File: src/rtl/fft_wb_unit.sv
// fft_wb_unit: write-back address unit for the in-place radix-2 FFT.
// Tracks issued butterflies in a FIFO, pairs them in order with BFU results,
// and writes the results to the opposite ping-pong bank.
// Optional feature macro: FFT_WB_BITREV_EN. When it is defined, writes of the
// final stage use bit-reversed addresses.
module fft_wb_unit #(
  parameter int unsigned N_LOG2     = 10,
  parameter int unsigned DATA_W     = 32,
  parameter int unsigned FIFO_DEPTH = 8
) (
  input  logic                               clk,
  input  logic                               rst,
  input  logic                               iss_valid,
  input  logic [N_LOG2-1:0]                  iss_addrA,
  input  logic [N_LOG2-1:0]                  iss_addrB,
  input  logic                               iss_bank,
  input  logic [N_LOG2-1:0]                  iss_stage,
  input  logic                               bfu_valid,
  input  logic [DATA_W-1:0]                  bfu_yA,
  input  logic [DATA_W-1:0]                  bfu_yB,
  output logic                               wr_en,
  output logic                               wr_bank,
  output logic [N_LOG2-1:0]                  wr_addrA,
  output logic [N_LOG2-1:0]                  wr_addrB,
  output logic [DATA_W-1:0]                  wr_dataA,
  output logic [DATA_W-1:0]                  wr_dataB,
  output logic [$clog2(FIFO_DEPTH+1)-1:0]    pending,
  output logic                               stage_done,
  output logic                               fft_done,
  output logic                               err_ovf,
  output logic                               err_unf
);

  localparam int unsigned PEND_W = $clog2(FIFO_DEPTH + 1);
  localparam int unsigned PTR_W  = (FIFO_DEPTH > 1) ? $clog2(FIFO_DEPTH) : 1;
  localparam int unsigned WCNT_W = N_LOG2 - 1;

  typedef struct packed {
    logic [N_LOG2-1:0] addr_a;
    logic [N_LOG2-1:0] addr_b;
    logic              bank;
    logic [N_LOG2-1:0] stage;
  } entry_t;

  typedef enum logic [1:0] {IDLE, ACTIVE, DRAIN} state_t;

  entry_t              fifo_q [FIFO_DEPTH];
  logic [PTR_W-1:0]    rd_ptr_q, rd_ptr_d, wr_ptr_q, wr_ptr_d;
  logic [PEND_W-1:0]   cnt_q, cnt_d;
  logic [WCNT_W-1:0]   wr_cnt_q, wr_cnt_d, eff_cnt;
  logic [N_LOG2-1:0]   cur_stage_q, cur_stage_d;
  logic [N_LOG2-1:0]   last_stage_q, last_stage_d;
  state_t              state_q, state_d;

  logic                wr_en_q, wr_en_d;
  logic                wr_bank_q, wr_bank_d;
  logic [N_LOG2-1:0]   wr_addr_a_q, wr_addr_a_d, wr_addr_b_q, wr_addr_b_d;
  logic [DATA_W-1:0]   wr_data_a_q, wr_data_a_d, wr_data_b_q, wr_data_b_d;
  logic                stage_done_q, stage_done_d;
  logic                fft_done_q, fft_done_d;
  logic                err_ovf_q, err_ovf_d;
  logic                err_unf_q, err_unf_d;

  logic                empty, full, pop_ok, push_ok, short_stage, last_wr;
  entry_t              head, new_entry;

  function automatic logic [PTR_W-1:0] ptr_inc(input logic [PTR_W-1:0] p);
    ptr_inc = (p == PTR_W'(FIFO_DEPTH - 1)) ? '0 : p + PTR_W'(1);
  endfunction

`ifdef FFT_WB_BITREV_EN
  function automatic logic [N_LOG2-1:0] bit_rev(input logic [N_LOG2-1:0] x);
    for (int unsigned i = 0; i < N_LOG2; i++) bit_rev[i] = x[N_LOG2-1-i];
  endfunction
`endif

  // FIFO push/pop decisions and occupancy
  always_comb begin
    empty            = (cnt_q == '0);
    full             = (cnt_q == PEND_W'(FIFO_DEPTH));
    pop_ok           = bfu_valid && !empty;
    push_ok          = iss_valid && (!full || pop_ok);
    head             = fifo_q[rd_ptr_q];
    new_entry.addr_a = iss_addrA;
    new_entry.addr_b = iss_addrB;
    new_entry.bank   = iss_bank;
    new_entry.stage  = iss_stage;
    rd_ptr_d         = pop_ok ? ptr_inc(rd_ptr_q) : rd_ptr_q;
    wr_ptr_d         = push_ok ? ptr_inc(wr_ptr_q) : wr_ptr_q;
    last_stage_d     = push_ok ? iss_stage : last_stage_q;
    cnt_d            = cnt_q;
    if (push_ok && !pop_ok) cnt_d = cnt_q + PEND_W'(1);
    if (pop_ok && !push_ok) cnt_d = cnt_q - PEND_W'(1);
  end

  // Write outputs, per-stage write counting and stage/transform completion
  always_comb begin
    wr_en_d      = pop_ok;
    wr_bank_d    = wr_bank_q;
    wr_addr_a_d  = wr_addr_a_q;
    wr_addr_b_d  = wr_addr_b_q;
    wr_data_a_d  = wr_data_a_q;
    wr_data_b_d  = wr_data_b_q;
    wr_cnt_d     = wr_cnt_q;
    cur_stage_d  = cur_stage_q;
    short_stage  = pop_ok && (head.stage != cur_stage_q) && (wr_cnt_q != '0);
    eff_cnt      = short_stage ? '0 : wr_cnt_q;
    last_wr      = (eff_cnt == '1);
    stage_done_d = pop_ok && last_wr;
    fft_done_d   = stage_done_d && (head.stage == N_LOG2'(N_LOG2 - 1));
    if (pop_ok) begin
      wr_bank_d   = ~head.bank;
      wr_addr_a_d = head.addr_a;
      wr_addr_b_d = head.addr_b;
`ifdef FFT_WB_BITREV_EN
      if (head.stage == N_LOG2'(N_LOG2 - 1)) begin
        wr_addr_a_d = bit_rev(head.addr_a);
        wr_addr_b_d = bit_rev(head.addr_b);
      end
`endif
      wr_data_a_d = bfu_yA;
      wr_data_b_d = bfu_yB;
      wr_cnt_d    = last_wr ? '0 : eff_cnt + WCNT_W'(1);
      cur_stage_d = head.stage;
    end
  end

  // Phase tracking and sticky error flags
  always_comb begin
    state_d   = state_q;
    err_unf_d = err_unf_q || (bfu_valid && empty) || short_stage;
    err_ovf_d = err_ovf_q || (iss_valid && full && !pop_ok) ||
                ((state_q == DRAIN) && iss_valid && (iss_stage < last_stage_q));
    unique case (state_q)
      IDLE:   if (push_ok) state_d = ACTIVE;
      ACTIVE: begin
        if (stage_done_d && (cnt_d != '0))           state_d = DRAIN;
        else if ((cnt_d == '0) && (wr_cnt_d == '0))  state_d = IDLE;
      end
      DRAIN: begin
        if (push_ok)                                 state_d = ACTIVE;
        else if ((cnt_d == '0) && (wr_cnt_d == '0))  state_d = IDLE;
      end
      default: state_d = IDLE;
    endcase
  end

  // Tracking FIFO storage; stale contents are harmless once pointers reset
  always_ff @(posedge clk) begin
    if (push_ok) fifo_q[wr_ptr_q] <= new_entry;
  end

  // Control and output registers
  always_ff @(posedge clk) begin
    if (rst) begin
      rd_ptr_q     <= '0;
      wr_ptr_q     <= '0;
      cnt_q        <= '0;
      wr_cnt_q     <= '0;
      cur_stage_q  <= '0;
      last_stage_q <= '0;
      state_q      <= IDLE;
      wr_en_q      <= 1'b0;
      wr_bank_q    <= 1'b0;
      wr_addr_a_q  <= '0;
      wr_addr_b_q  <= '0;
      wr_data_a_q  <= '0;
      wr_data_b_q  <= '0;
      stage_done_q <= 1'b0;
      fft_done_q   <= 1'b0;
      err_ovf_q    <= 1'b0;
      err_unf_q    <= 1'b0;
    end else begin
      rd_ptr_q     <= rd_ptr_d;
      wr_ptr_q     <= wr_ptr_d;
      cnt_q        <= cnt_d;
      wr_cnt_q     <= wr_cnt_d;
      cur_stage_q  <= cur_stage_d;
      last_stage_q <= last_stage_d;
      state_q      <= state_d;
      wr_en_q      <= wr_en_d;
      wr_bank_q    <= wr_bank_d;
      wr_addr_a_q  <= wr_addr_a_d;
      wr_addr_b_q  <= wr_addr_b_d;
      wr_data_a_q  <= wr_data_a_d;
      wr_data_b_q  <= wr_data_b_d;
      stage_done_q <= stage_done_d;
      fft_done_q   <= fft_done_d;
      err_ovf_q    <= err_ovf_d;
      err_unf_q    <= err_unf_d;
    end
  end

  assign wr_en      = wr_en_q;
  assign wr_bank    = wr_bank_q;
  assign wr_addrA   = wr_addr_a_q;
  assign wr_addrB   = wr_addr_b_q;
  assign wr_dataA   = wr_data_a_q;
  assign wr_dataB   = wr_data_b_q;
  assign pending    = cnt_q;
  assign stage_done = stage_done_q;
  assign fft_done   = fft_done_q;
  assign err_ovf    = err_ovf_q;
  assign err_unf    = err_unf_q;

endmodule

File: config.mk
export PLATFORM = sky130hd
export DESIGN_NAME = fft_wb_unit
export DESIGN_NICKNAME = d
export VERILOG_FILES = /design/src/rtl/fft_wb_unit.sv
export SDC_FILE = /design/constraint.sdc
export NUM_CORES = 1
export LEC_CHECK = 0
export BUFFER_PORTS_ARGS = -buffer_cell sky130_fd_sc_hd__buf_2
export CORE_ASPECT_RATIO = 0.75
export CORE_UTILIZATION = 30
export DETAILED_ROUTE_END_ITERATION = 8
export SETUP_SLACK_MARGIN = 0.02
export SLEW_MARGIN = 0
export SYNTH_ARGS = -nofsm -noshare
export SYNTH_HDL_FRONTEND = slang
export SYNTH_SLANG_ARGS = --single-unit
File: constraint.sdc
create_clock -name clk -period 14 [get_ports clk]
set_clock_uncertainty 0.15 [all_clocks]
set_input_delay 2.1 -clock clk [delete_from_list [all_inputs] [get_ports clk]]
set_output_delay 2.1 -clock clk [all_outputs]
set_load 0.02 [all_outputs]
After elaboration in Yosys (flattened, before gate mapping)
Memories as Yosys holds them, arrays and structs flattened. A register that Yosys moved wholly into a read port is not among the register bits.
Index checks and enable logic that the tools add are counted.
W data, S select, Z words.
{ "totals": {"regBits": 131, "mem_count": 1, "wordCells": 80, "output_inout_bits": 94, "input_bits": 99, "ram_bits": 248} }
{ "classes": {"bitwise_logic": 1, "reduce_logical": 30, "eq_ne": 9, "add_sub_neg": 5, "n_mux": 16, "order_cmp": 1} }
{ "memory_table": {"columns": ["memory", "depth", "width", "rd", "rd_clocked_by_memory_dff", "wr", "line_no", "rtl"], "rows": [
  ["fifo_q", 8, 31, 1, 1, 1, "47", "entry_t fifo_q [FIFO_DEPTH];"]
]} }
{ "ops": {"columns": ["cell", "count"], "rows": [
  ["$mux W9", 3],
  ["$logic_and A1 B1 Y1", 15],
  ["$mux W3", 4],
  ["$eq A10 B4 Y1 const B", 1],
  ["$lt A10 B10 Y1", 1],
  ["$ne A10 B10 Y1", 1],
  ["$add A9 B1 Y9 const B", 1],
  ["$eq A9 B9 Y1 const B", 1],
  ["$logic_not A9 Y1", 1],
  ["$reduce_bool A9 Y1", 1],
  ["$logic_not A4 Y1", 2],
  ["$mux W2", 4],
  ["$mux W4", 2],
  ["$add A3 B1 Y3 const B", 2],
  ["$eq A3 B3 Y1 const B", 2],
  ["$pmux W2 S3", 1],
  ["$logic_or A1 B1 Y1", 5],
  ["$add A4 B1 Y4 const B", 1],
  ["$eq A4 B4 Y1 const B", 1],
  ["$logic_not A1 Y1", 4],
  ["$reduce_bool A4 Y1", 1],
  ["$sub A4 B1 Y4 const B", 1],
  ["$eq A2 B1 Y1 const B", 1],
  ["$eq A2 B2 Y1 const B", 1],
  ["other kinds (4)", 5]
]} }

Longest topological paths before layout
{ "logic_depth": {"depth_word": 14, "mapped_depth": 23, "depth_no_buf": 20} }

Worst setup path after synthesis
No wires, ideal clock.
{ "synth_path": {"kind": "input-to-reg", "start": "input bfu_valid", "end": "memory fifo_q[0][0] in the netlist's numbering (enable)", "n_path_buf": 2, "arrival_ns": 5.821, "path_stages": 6, "required_ns": 13.353, "setup_ns": 0.497, "slack_ns": 7.532, "cell_sequence": "inv_1 > and3_1 > nand2b_1 > clkbuf_1 > clkbuf_1 > nor4_1"} }
{ "synth_via": {"elab_chain_len": 5} }
{ "synth_lines": {"columns": ["item", "line_no", "rtl"], "rows": [
  ["start, declared", "18", "input logic bfu_valid,"],
  ["$logic_and A1 B1 Y1", "81", "pop_ok = bfu_valid && !empty;"],
  ["$logic_or A1 B1 Y1", "82", "push_ok = iss_valid && (!full || pop_ok);"],
  ["$logic_and A1 B1 Y1", "82", null],
  ["$mux W1", "150", "if (push_ok) fifo_q[wr_ptr_q] <= new_entry;"],
  ["$mux W1 (not written as such)", "150", null],
  ["end, declared", "47", null]
]} }
No other way between the ends.

==> metrics.txt <==
status=finished clean; Routed Wire Length=between 30 and 40 mm; R2R Path End=state_q[1]; worst hold path depth=2; RSZ-0062 raised after global routing=false; Post-CTS Hold Fix Bufs=0; EDFF count, synth=roughly 250; FF-to-FF path depth=21; I/O Pins=just under 200; pwr/cell area=between 150 and 200 nW/um2; DP Wirelength=20.8 mm; ranking of synthesized cells by area=edfxtp_1 (50%), dfxtp_1 (18%), mux4_2 (8.0%), nand2_1 (4.8%), a21oi_1 (3.4%); antenna violations before repair=5; Avg Inst Size Synth=13.8 um2; Via Count=a little over 9000; Yosys warning count=0; gr usage total=0.136; Max VDD drop=between 80 and 90 uV; CTS clk-pin slew, worst paths=0.06 ns; CP max-delay cell=buf_4; cell mode on critical path=nor2_1; Port-buffer cells=between 150 and 200; Crit path required time=between 10 and 15 ns; clk buf depth=3; Leakage=between 6 and 7 nW; Final #Nets=1386; actual slew at the worst max-slew pin=1.17 ns; first-pass GRT wire length=between 50 and 60 mm; most common cell in the netlist=edfxtp_1; total gr overflow=0; placed inst area=roughly 17000 um2; Hold Crit Class=flip-flop to flip-flop; Seq cells post-synth=~380; Distinct cells, synth=60; FFs w/ async S/R, synth=0; Worst setup SP type=flip-flop; Area growth syn-to-layout=20.6%; postcts setup bufs=0; non-filler cells, final=1951; Critical Path Sink=state_q[1]; worst-path fanout max=51; Tcrit/Tclk final=0.442; Top Family by Delay on Critical Path=simple AND/OR/NAND/NOR gates; # Max-Cap Violations=0; R2R Setup Slk=between 7 and 8 ns; CTS root buffer=clkbuf_16; DR vias/cell=roughly 4.7; H-tree depth=2; pre-CTS setup slack=7.78 ns; wire length per cell=approximately 18 um; Post-Syn Nets=1200; Inst Count DP=1875; Cell Rows=70; Final Setup Violations=0; Slew Limit Fails=0; hold_ws=0.299 ns; Worst-Skew Late Latency=between 0.5 and 0.6 ns; starting DRC count in detailed routing=between 600 and 700; Final Hold Vio Count=0; top-area cell type share of the netlist area=0.498; dominant cell type by area after synthesis=edfxtp_1; drt pass-1 iters=4; DRC viols=0; Starting Density=0.305; largest net degree at the start of global routing=86; min cycle time layout=6.19 ns; Die Wd=260 um; Worst Slack Setup Final=roughly 8 ns; CTS sink count=roughly 380; Seq/Total Area, Yosys=0.678; vias in the first global route=approximately 9000; min-delay src=wr_dataB[23]; CP bufs+invs=1; Post-synth top cells=edfxtp_1 (248), nand2_1 (190), dfxtp_1 (134); Die ar.=~51000 um2; ANT nets after route=0; Mapped Cells=around 1100; Cell Area, Synth=~15000 um2; post-route cell area=18000 um2; Post-CTS Resized=0; worst endpoint data arrival time=about 6.4 ns; crit path kind=flip-flop to flip-flop; Die Ht=a little under 200 um; layout cells sized above 1=0.268; TritonCTS Buffers=between 40 and 50; worst path cell trace=buf_4 > mux2i_1 > mux4_2 > xor2_1 > o2111ai_1 > nor2_1 > a21oi_1 > nor2_1 > ha_1 > nand3_1 > or2_2 > nor3_1 > ha_1 > nor2b_1 > or3_1 > o21ai_0 > nand3_1 > o31a_1 > nor2_1 > and4_4 > o41ai_2; Critical Path Stages=21; core area=49000 um2; CTS tree=built; Slew HR=0.214; Synth Flop Type=edfxtp_1; fmax=~160 MHz; routability cong.=approximately 0.77; final setup TNS=0 ns; Critical Path Max Stage Delay=just over 0.8 ns; CP Capture Type=flip-flop
worst min-delay path: stages, from the launching register on:
cell and delay [ns]:
dfxtp_1 0.30, nand2_1 0.05, a21oi_1 0.05
where the power goes:
| part | switching (mW) | total [mW] | internal (mW) | leakage (nW) |
|---|---|---|---|---|
| Combinational | 0.372 | 0.600 | 0.229 | 2.32 |
| Sequential | 0.0579 | 1.35 | 1.29 | 3.35 |
| Clock | 0.448 | 1.15 | 0.700 | 0.697 |
stage by stage:
step / power, mW / utilization
after floorplan: 1.81 / -
after global placement: 1.97 / 0.339
after detailed placement: 1.99 / 0.339
after CTS: 3.14 / 0.368
after global routing: 3.25 / 0.368
final: 3.10 / 0.368
cell families after synthesis:
kind of cell	share of synthesized area
xor gates and xnor gates	0.00636
and+or+nand+nor	0.0933
adders and majority gates	0.0142
muxes	0.116
DFF	0.678
buffers and inverters	0.0247
AOI/OAI and AO/OA	0.0677
final cells by class:
cell class / count / area [um2]
clock inverters: 25 / 342
diodes: 1 / 2.50
inverters: 14 / 52.6
fillers: 4571 / 30900
repair buffers: 210 / 1100
flip-flops and latches: 382 / 10100
clock buffers: 50 / 1080
multi-input cells: 621 / 4500
well taps: 648 / 811
flip-flops by register name, summed over array words and instances, names as in the netlist, 4 cells and up, named ones only:
signal,cells
pending,4
cur_stage_q,10
wr_cnt_q,9
fifo_q,248
wr_addrA,10
wr_dataB,32
wr_dataA,32
wr_addrB,10
last_stage_q,10
cells in the final DEF (no fill, tap or decap), types with 8 or more instances in the layout:
cell type,count
edfxtp_1,248
buf_2,191
nand2_1,189
dfxtp_1,131
a21oi_1,101
nor2_1,59
mux4_2,53
mux2i_1,47
clkbuf_16,41
a211oi_1,30
buf_4,19
ha_1,17
inv_1,14
nor2b_1,12
nor3_1,8
bufinv_16,8
worst min path at each step:
stage,endpoint,slack [ns]
after global routing,wr_dataA[31],0.32
after floorplan,last_stage_q[1],0.29
after detailed placement,wr_dataB[21],0.29
after CTS,wr_dataB[21],0.30
final,wr_dataB[23],0.30
after global placement,wr_dataB[2],0.29
routing by layer:
metal  share of wire  vias to the layer above  GRT usage
met5          0.0012                        -          0
met4           0.022                        6     0.0373
met3           0.052                       55     0.0382
met2            0.47                      176      0.215
met1            0.45                     4595      0.181
li1                -                     4379          -
Note: power is estimated with default switching activity, not from simulation.
